[src/rtl/shared_resource_arbiter.sv]
// Round-robin responder for the arbiter_req/arbiter_grant handshake.
// One operand is granted per advancing cycle. Each granted operand is
// incremented and carried down a fixed-depth stage pipe. The result is
// returned on the output stage together with the index of its requester.
// The whole pipe freezes while the output stage holds a result that
// downstream has not accepted.
module shared_resource_arbiter #(
    parameter int NUM_REQ = 4,
    parameter int DATA_W  = 32,
    parameter int LATENCY = 3,
    parameter int ID_W    = 2
) (
    input  logic                      clk,
    input  logic                      reset,
    input  logic [NUM_REQ-1:0]        arbiter_req,
    input  logic [NUM_REQ*DATA_W-1:0] resource_input,
    output logic [NUM_REQ-1:0]        arbiter_grant,
    output logic [DATA_W-1:0]         resource_output,
    output logic                      resp_valid,
    output logic [ID_W-1:0]           resp_id,
    input  logic                      resp_ready,
    output logic                      busy
);

    // After reset the search starts from index 0.
    localparam logic [ID_W-1:0]    RR_RESET    = ID_W'(NUM_REQ - 1);
    localparam logic [NUM_REQ-1:0] ONE_HOT_LSB = {{(NUM_REQ-1){1'b0}}, 1'b1};
    localparam logic [DATA_W-1:0]  DATA_ONE    = {{(DATA_W-1){1'b0}}, 1'b1};

    // Stage k+1 lives at index k; index LATENCY-1 is the output stage.
    logic [LATENCY-1:0] valid_r;
    logic [ID_W-1:0]    id_r   [LATENCY];
    logic [DATA_W-1:0]  data_r [LATENCY];
    logic [ID_W-1:0]    rr_ptr_r;

    logic               advance_s;
    logic               grant_hit_s;
    logic               grant_fire_s;
    logic               cand_req_s;
    logic [ID_W-1:0]    cand_s;
    logic [ID_W-1:0]    grant_idx_s;
    logic [DATA_W-1:0]  operand_s;

    // The pipe moves as a unit whenever the output stage is empty or being drained.
    assign advance_s    = ~valid_r[LATENCY-1] | resp_ready;
    assign grant_fire_s = advance_s & grant_hit_s;

    // Round-robin search.  Scanning from the far end lets the candidate closest to rr_ptr+1 win.
    always_comb begin
        grant_hit_s = 1'b0;
        grant_idx_s = '0;
        cand_s      = '0;
        cand_req_s  = 1'b0;
        for (int k = NUM_REQ; k >= 1; k--) begin
            cand_s      = ID_W'((int'(rr_ptr_r) + k) % NUM_REQ);
            cand_req_s  = arbiter_req[cand_s];
            grant_hit_s = grant_hit_s | cand_req_s;
            grant_idx_s = cand_req_s ? cand_s : grant_idx_s;
        end
    end

    // The grant is one-hot and is suppressed while the pipe is frozen.
    always_comb begin
        arbiter_grant = '0;
        if (grant_fire_s) begin
            arbiter_grant = ONE_HOT_LSB << grant_idx_s;
        end else begin
            arbiter_grant = '0;
        end
    end

    assign operand_s = resource_input[int'(grant_idx_s)*DATA_W +: DATA_W];

    // Stage pipe and arbitration pointer.  Payloads move only behind a valid
    // stage, so the output holds its last result while no result is valid.
    always_ff @(posedge clk) begin
        if (!reset) begin
            valid_r  <= '0;
            rr_ptr_r <= RR_RESET;
            for (int k = 0; k < LATENCY; k++) begin
                id_r[k]   <= '0;
                data_r[k] <= '0;
            end
        end else if (advance_s) begin
            valid_r[0] <= grant_fire_s;
            if (grant_fire_s) begin
                id_r[0]   <= grant_idx_s;
                data_r[0] <= operand_s + DATA_ONE;
                rr_ptr_r  <= grant_idx_s;
            end
            for (int k = 1; k < LATENCY; k++) begin
                valid_r[k] <= valid_r[k-1];
                if (valid_r[k-1]) begin
                    id_r[k]   <= id_r[k-1];
                    data_r[k] <= data_r[k-1];
                end
            end
        end
    end

    assign resource_output = data_r[LATENCY-1];
    assign resp_id         = id_r[LATENCY-1];
    assign resp_valid      = valid_r[LATENCY-1];
    assign busy            = |valid_r;

endmodule
[config.mk]
export PLATFORM = sky130hd
export DESIGN_NAME = shared_resource_arbiter
export DESIGN_NICKNAME = d
export VERILOG_FILES = /design/src/rtl/shared_resource_arbiter.sv
export SDC_FILE = /design/constraint.sdc
export NUM_CORES = 1
export LEC_CHECK = 0
export ABC_CLOCK_PERIOD_IN_PS = 5070
export CORE_MARGIN = 2
export CORE_UTILIZATION = 45
export DETAILED_ROUTE_END_ITERATION = 8
export PLACE_DENSITY = 0.81
export SLEW_MARGIN = 30
export SYNTH_ARGS = -nofsm -noshare
export SYNTH_HDL_FRONTEND = slang
export SYNTH_SLANG_ARGS = --single-unit
export TNS_END_PERCENT = 100
[constraint.sdc]
create_clock -name clk -period 5.07 [get_ports clk]
set_clock_uncertainty 0.15 [all_clocks]
set_input_delay 1.2675 -clock clk [delete_from_list [all_inputs] [get_ports clk]]
set_output_delay 1.2675 -clock clk [all_outputs]
set_load 0.01 [all_outputs]
Word-level counts from Yosys, hierarchy flattened:

Memories as Yosys holds them, arrays and structs flattened.
Cells that the tools add are included.

* mux-type cells: 32
* shifts and indexed selects: 2
* reduce and logical (&&, ||, !) cells: 2
* bitwise operators: 12
* add/subtract/negate cells: 5
* magnitude comparators: 4

Operators by type and width (count)
* indexed part select 128 x 8 -> 32 bit: 1
* two-way mux 32 bit: 3
* adder 32 x 1 -> 32 bit (second input constant): 1
* two-way mux 1 bit: 17
* two-way mux 2 bit: 7
* < comparator 2 x 3 -> 1 bit (second input constant): 4
* OR 1 bit: 10
* binary-select mux 1 bit (select 2 bit): 4
* adder 2 x 1 -> 2 bit (second input constant): 2
* adder 2 bit (second input constant): 2
* two-way mux 4 bit: 1
* left shift 1 x 2 -> 4 bit (first input constant): 1
* OR reduction 3 bit: 1
* AND reduction 2 bit: 1
* AND 1 bit: 1
* NOT 1 bit: 1

* logic and storage cells: 61
* register bits after elaboration: 5
* RAM bits: 102
* memories: 2
* input port bits: 135
* output and inout port bits: 40

Memory list
* data_r: depth 3, width 32, rd ports 3, clocked after Yosys merged registers in 0, write ports 3, line 33 `logic [DATA_W-1:0] data_r [LATENCY];`
* id_r: depth 3, width 2, rd ports 3, clocked after Yosys merged registers in 0, write ports 3, line 32 `logic [ID_W-1:0] id_r [LATENCY];`

Logic depth before layout (Yosys ltp):

Gate-level depths: netlist (run 1).

* word-level depth: 12
* gate-level depth with buffers: 17
* mapped depth without buffers: 10

Least setup slack after synthesis (run 1):

No wires, ideal clock.

* kind: input-to-reg
* from: input arbiter_req[2]
* to: memory data_r[0][30], data pin
* library setup time: 147 ps
* required time: 4773 ps
* arrival: 4486 ps
* stages on the path: 16
* setup slack: 287 ps
* buffers on the path: 6
* cells stage by stage: nand2b_1 -> a21oi_1 -> or3_1 -> buf_6 -> buf_12 -> buf_12 -> buf_2 -> clkbuf_1 -> clkbuf_1 -> a211oi_1 -> a31oi_1 -> ha_1 -> o2111ai_2 -> nor3_2 -> or4b_1 -> a21oi_1

RTL lines
* start, declared: line 15 `input logic [NUM_REQ-1:0] arbiter_req,`
* end, declared: line 33

Final worst setup path (run 1):

* from: input arbiter_req[2]
* to: output arbiter_grant[2]

* word-level cells in the longest chain between the ends: 8
* elaborated cells on any way between the ends: 18
* those cells by class: shift (1); mux (13); bitwise (4)

RTL lines
* binary-select mux 1 bit (select 2 bit): line 56 `cand_req_s = arbiter_req[cand_s];`
* two-way mux 1 bit (implied by the code): line 56
* two-way mux 2 bit (4 in series): line 58 `grant_idx_s = cand_req_s ? cand_s : grant_idx_s;`
* left shift 1 x 2 -> 4 bit: line 66 `arbiter_grant = ONE_HOT_LSB << grant_idx_s;`
* two-way mux 4 bit (*): line 65 `if (grant_fire_s) begin`
* end, declared: line 17 `output logic [NUM_REQ-1:0] arbiter_grant,`

Mark *: on every way between the ends. The rest lies on a longest branch, timed or not. The select of a mux whose other input is x is not followed.

==> summary.md, run 1 <==
| Metric | Value |
|---|---|
| Status | `finished, final reports clean` |
| Sum Neg Setup Slack | `0 ps` |
| Area grow syn2layout | `30.86%` |
| DP Worst Slack | `267.6 ps` |
| Tmin final | `4765 ps` |
| Fin nets | `866` |
| Synth Instances | `597` |
| Post_cts resized | `0` |
| Drt total wl | `13950 um` |
| DIE AREA | `15350 um^2` |
| Worst min path class | `flop to flop` |
| P_leak | `3.117 nW` |
| Drt pass-1 iters | `6` |
| Distinct cells, synth | `61` |
| # rows | `43` |
| IO Count | `175` |
| Number of DRC markers in iteration 0 | `418` |
| Multi-input gate area | `2869 um^2` |
| Routed vias/inst | `5.213` |
| Arr. time, crit path | `3350 ps` |
| Fin. Hold Viols | `0` |
| Initial antenna violation count | `0` |
| Most frequent cells in the layout | `clkdlybuf4s50_1 (174), edfxtp_1 (102), and2_1 (90)` |
| Vias in the first global route | `4478` |
| Worst setup margin | `305.4 ps` |
| DR vias | `4770` |
| Mapped cell area | `6467 um^2` |
| Asr flop ratio synth | `0%` |
| Synthesized net count | `733` |
| Fillers | `1088` |
| Share of cells above drive strength 1 | `9.524%` |
| Antenna cell count | `0` |
| Clock transition at the registers of the reported paths | `60 ps` |
| Post-CTS setup buffer count | `0` |
| Largest net degree at the start of global routing | `54` |
| Placed cells | `898` |
| RSZ-0062 raised after global routing | `false` |
| CTS H-Tree Depth | `3` |
| # Max-Cap Violations | `0` |
| P per Cell Area | `288.5 nW/um^2` |
| DRC | `0` |
| Flip-flop and latch area | `3163 um^2` |
| CTS tree | `yes` |
| Post-Layout Cell Count | `915` |
| Clk root buf | `clkbuf_16` |
| Initial Util | `46.41%` |
| Startpoint types | `primary input` |
| DP Wirelength | `11180 um` |
| Post-CTS Hold Fix Bufs | `0` |
| Peak Freq | `209.9 MHz` |
| CP Capture Type | `primary output` |
| GRT Total Usage | `18.98%` |
| Yosys warns | `0` |
| CTS buffer count | `9` |
| Clk sinks | `107` |
| CTS max path bufs | `2` |
| Overall Power | `2.442 mW` |
| Worst skew pair latency | `340 ps` |
| Sequential element share of the synthesized area | `48.91%` |
| Syn_area_per_cell | `10.83 um^2` |
| CP Class | `primary input to primary output` |
| Final ANT Viol Nets | `0` |
| Primary FF master, synth | `edfxtp_1` |
| Gpl congestion | `0.8783` |
| EDFF count, synth | `102` |
| Leading cell type in the layout, fill and taps excluded | `clkdlybuf4s50_1` |
| Core area | `13930 um^2` |
| Die X | `123.9 um` |
| Slew @ Worst Pin | `542.5 ps` |
| Port buffer count | `174` |
| Final setup fails | `0` |
| Worst vdd ir | `0.1455 mV` |
| Tcrit/Tclk final | `93.98%` |
| CP Data Required Time | `3650 ps` |
| Grt total ovfl | `0` |
| FF+latch count, synth | `107` |
| Global-route wire length before repair | `22530 um` |
| Slew Viols, Final | `0` |
| Slew headroom | `63.83%` |
| DIE HEIGHT | `123.9 um` |
| Highest fanout seen on the critical path | `6` |
| DR WL/cell | `15.25 um` |
[cell families after synthesis]
| group | count (synthesis) | synth area share [%] |
|---|---|---|
| AOI/OAI and AO/OA | 93 | 9.867 |
| xor gates and xnor gates | 14 | 1.896 |
| DFF | 107 | 48.91 |
| buffers and inverters | 74 | 7.274 |
| muxes | 45 | 9.344 |
| adders and majority gates | 1 | 0.1934 |
| and+or+nand+nor | 263 | 22.52 |
[worst paths after layout]
check	start	to	slack (ps)	depth (start not counted)
setup / recovery	arbiter_req[2]	arbiter_grant[2]	310	6
hold reg to reg	valid_r[1]	valid_r[1]	350	2
hold / removal	valid_r[1]	valid_r[1]	350	2
setup reg to reg	rr_ptr_r[0]	data_r[0][24]	1610	9
[report_power, final]
part	switching [mW]	internal (mW)	total (mW)
Sequential	0.0248	1.10	1.13
Combinational	0.347	0.356	0.704
Clock	0.280	0.331	0.612
[critical path, stage by stage]
cell	delay, ps
clkdlybuf4s50_1	590
nand2b_1	140
a21oi_1	100
or3_2	560
nor2_1	140
clkdlybuf4s50_1	540
[through the flow]
stage               utilization (%)  instance area, um^2  hold slack, ps
finish                        60.73                 8463           349.3
floorplan                         -                 6467           315.7
global route                  60.73                 8463           384.1
CTS                           60.54                 8436           356.8
global placement              58.61                 8167           328.4
detailed placement            58.61                 8167           348.0
[Yosys cell counts, types with 12 or more instances]
cell	number	area [um^2]
nor2_1	24	90.09
and2_1	90	563.0
mux2i_1	27	270.3
nand3_1	20	100.1
a211oi_1	19	142.6
buf_4	35	262.8
nand2_1	73	274.0
o21ai_0	12	60.06
a31oi_1	20	125.1
clkbuf_1	19	71.32
edfxtp_1	102	3063
a21oi_1	18	90.09
[layer usage]
metal | wire length (um) | GRT usage [%]
met1 | 6182 | 26.36
met2 | 6546 | 29.84
met3 | 956 | 3.846
met4 | 269 | 6.321
met5 | 0 | 0
[sequential cells by signal (all words and copies together), names as in the netlist]
register / flops
rr_ptr_r: 2
id_r: 6
valid_r: 3
data_r: 96
[final cells by class]
type                            count  area share (%)
Sequential cell                   107           37.37
Timing Repair Buffer              192           22.71
Clock buffer                       10           2.706
Multi-Input combinational cell    416           33.90
Inverter                            4          0.1774
Clock inverter                      6          0.4731
Tap cell                          180           2.661
Note: power is estimated with default switching activity, not from simulation.
==> run 2: changes to the inputs <==
- CTS_BUF_LIST: unset -> sky130_fd_sc_hd__clkbuf_16
- CTS_CLUSTER_SIZE: unset -> 10
- SLEW_MARGIN: 30 -> 40
==> summary.md, run 2 (synthesis gave the netlist of run 1 again) <==
| Metric | Value |
|---|---|
| Status | `finished, final reports clean` |
| R2R Setup Slk | `1590 ps` |
| P_leak | `3.147 nW` |
| CTS tree | `yes` |
| Clk root buf | `clkbuf_16` |
| Slew headroom | `63.59%` |
| Most flops, register | `data_r` |
| FF-to-FF End | `data_r[0][24]` |
| Placed Area | `8182 um^2` |
| Most frequent cells in the layout | `clkdlybuf4s50_1 (174), edfxtp_1 (102), and2_1 (90)` |
| CP Capture Type | `primary output` |
| Fin. Hold Viols | `0` |
| Worst min path class | `flop to flop` |
| Antenna cell count | `0` |
| CTS buffer count | `9` |
| DIE AREA | `15350 um^2` |
| IO Count | `175` |
| # Max-Cap Violations | `0` |
| Highest fanout seen on the critical path | `6` |
| Clock transition at the registers of the reported paths | `60 ps` |
| Post-CTS setup buffer count | `0` |
| Hold path startpoint | `valid_r[1]` |
| Area grow syn2layout | `31.30%` |
| Worst skew pair latency | `340 ps` |
| Arr. time, crit path | `3340 ps` |
| GRT Total Usage | `18.97%` |
| FF-to-FF path depth | `9` |
| Leading cell type in the layout, fill and taps excluded | `clkdlybuf4s50_1` |
| Grt total ovfl | `0` |
| Gpl congestion | `0.8783` |
| Peak Freq | `210.2 MHz` |
| RSZ-0062 raised after global routing | `false` |
| Worst vdd ir | `0.1473 mV` |
| Drt pass-1 iters | `7` |
| # rows | `43` |
| Flop pwr share | `44.6%` |
| Final setup fails | `0` |
| Largest net degree at the start of global routing | `54` |
| Clk network pwr share | `27.6%` |
| Initial Util | `46.41%` |
| Post-CTS Hold Fix Bufs | `0` |
| DP Wirelength | `11290 um` |
| DR WL/cell | `15.38 um` |
| Clk sinks | `107` |
| CP Class | `primary input to primary output` |
| Sum Neg Setup Slack | `0 ps` |
| DRC | `0` |
| CTS H-Tree Depth | `3` |
| Final ANT Viol Nets | `0` |
| Share of cells above drive strength 1 | `9.524%` |
| Core area | `13930 um^2` |
| DIE HEIGHT | `123.9 um` |
| Die X | `123.9 um` |
| Post-Layout Cell Count | `915` |
| Drt total wl | `14080 um` |
| Fin area | `8492 um^2` |
| Port buffer count | `174` |
| Startpoint types | `primary input` |
| Logic pwr share | `27.8%` |
| Slew @ Worst Pin | `546.1 ps` |
| Net switching power | `0.6429 mW` |
| Internal | `1.883 mW` |
| Worst setup endpoint | `arbiter_grant[2]` |
| Overall Power | `2.526 mW` |
| Worst setup path start | `arbiter_req[2]` |
| Routed vias/inst | `5.296` |
| P per Cell Area | `297.5 nW/um^2` |
| Global-route wire length before repair | `22520 um` |
| Tmin final | `4757 ps` |
| Placed cells | `899` |
| CTS max path bufs | `2` |
| CP Data Required Time | `3650 ps` |
| Slew Viols, Final | `0` |
| Tcrit/Tclk final | `93.82%` |
| Fin nets | `866` |
| Max reg flops | `96` |
| Largest registers | `data_r (96), id_r (6), valid_r (3)` |
| Reg2reg start | `rr_ptr_r[0]` |
| Vias in the first global route | `4483` |
| Number of DRC markers in iteration 0 | `318` |
| Initial antenna violation count | `0` |
| Sw Ratio | `25.45%` |
| DR vias | `4846` |
| Fillers | `1086` |
| Post_cts resized | `0` |
-- run 2: stage by stage --
stage,hold slack (ps),util [%],setup WS (ps)
floorplan,315.7,-,286.7
global placement,328.4,58.61,282.9
detailed placement,347.7,58.71,235.5
CTS,360.8,60.94,307.5
global route,383.4,60.94,222.6
finish,363.1,60.94,313.1
-- run 2: cell type report --
| class | instances | area, um^2 | area share, % |
|---|---|---|---|
| clock inverter | 7 | 85.08 | 1.002 |
| tap | 180 | 225.2 | 2.652 |
| sequential | 107 | 3163 | 37.25 |
| multi-input combinational | 416 | 2869 | 33.79 |
| timing repair buffer | 192 | 1909 | 22.48 |
| clock buffer | 9 | 225.2 | 2.652 |
| inverter | 4 | 15.01 | 0.1768 |
-- run 2: power groups by stage --
stage | clock, mW | sequential (mW) | combinational [mW]
after floorplan | 0 | 1.14 | 0.461
after global placement | 0 | 1.15 | 0.691
after detailed placement | 0 | 1.15 | 0.701
after CTS | 0.714 | 1.13 | 0.704
after global routing | 0.744 | 1.14 | 0.768
final | 0.698 | 1.13 | 0.702
-- run 2: worst min path at each step --
| stage | to | cells after the start |
|---|---|---|
| after floorplan | valid_r[1] | 2 |
| after global placement | valid_r[1] | 2 |
| after detailed placement | valid_r[1] | 2 |
| after CTS | valid_r[1] | 2 |
| after global routing | data_r[0][93] | 1 |
| final | valid_r[1] | 2 |
-- run 2: metal layers --
metal / wire, um / global-route usage, % / part of all wire (%)
met5: 0 / 0 / 0
met4: 260 / 6.747 / 1.8
met3: 926 / 4.121 / 6.6
met2: 6791 / 30.73 / 48
met1: 6097 / 25.21 / 43
-- run 2: critical path, stage by stage --
cell	delay, ps
clkdlybuf4s50_1	590
nand2b_1	140
a21oi_1	100
or3_2	560
nor2_1	130
clkdlybuf4s50_1	540
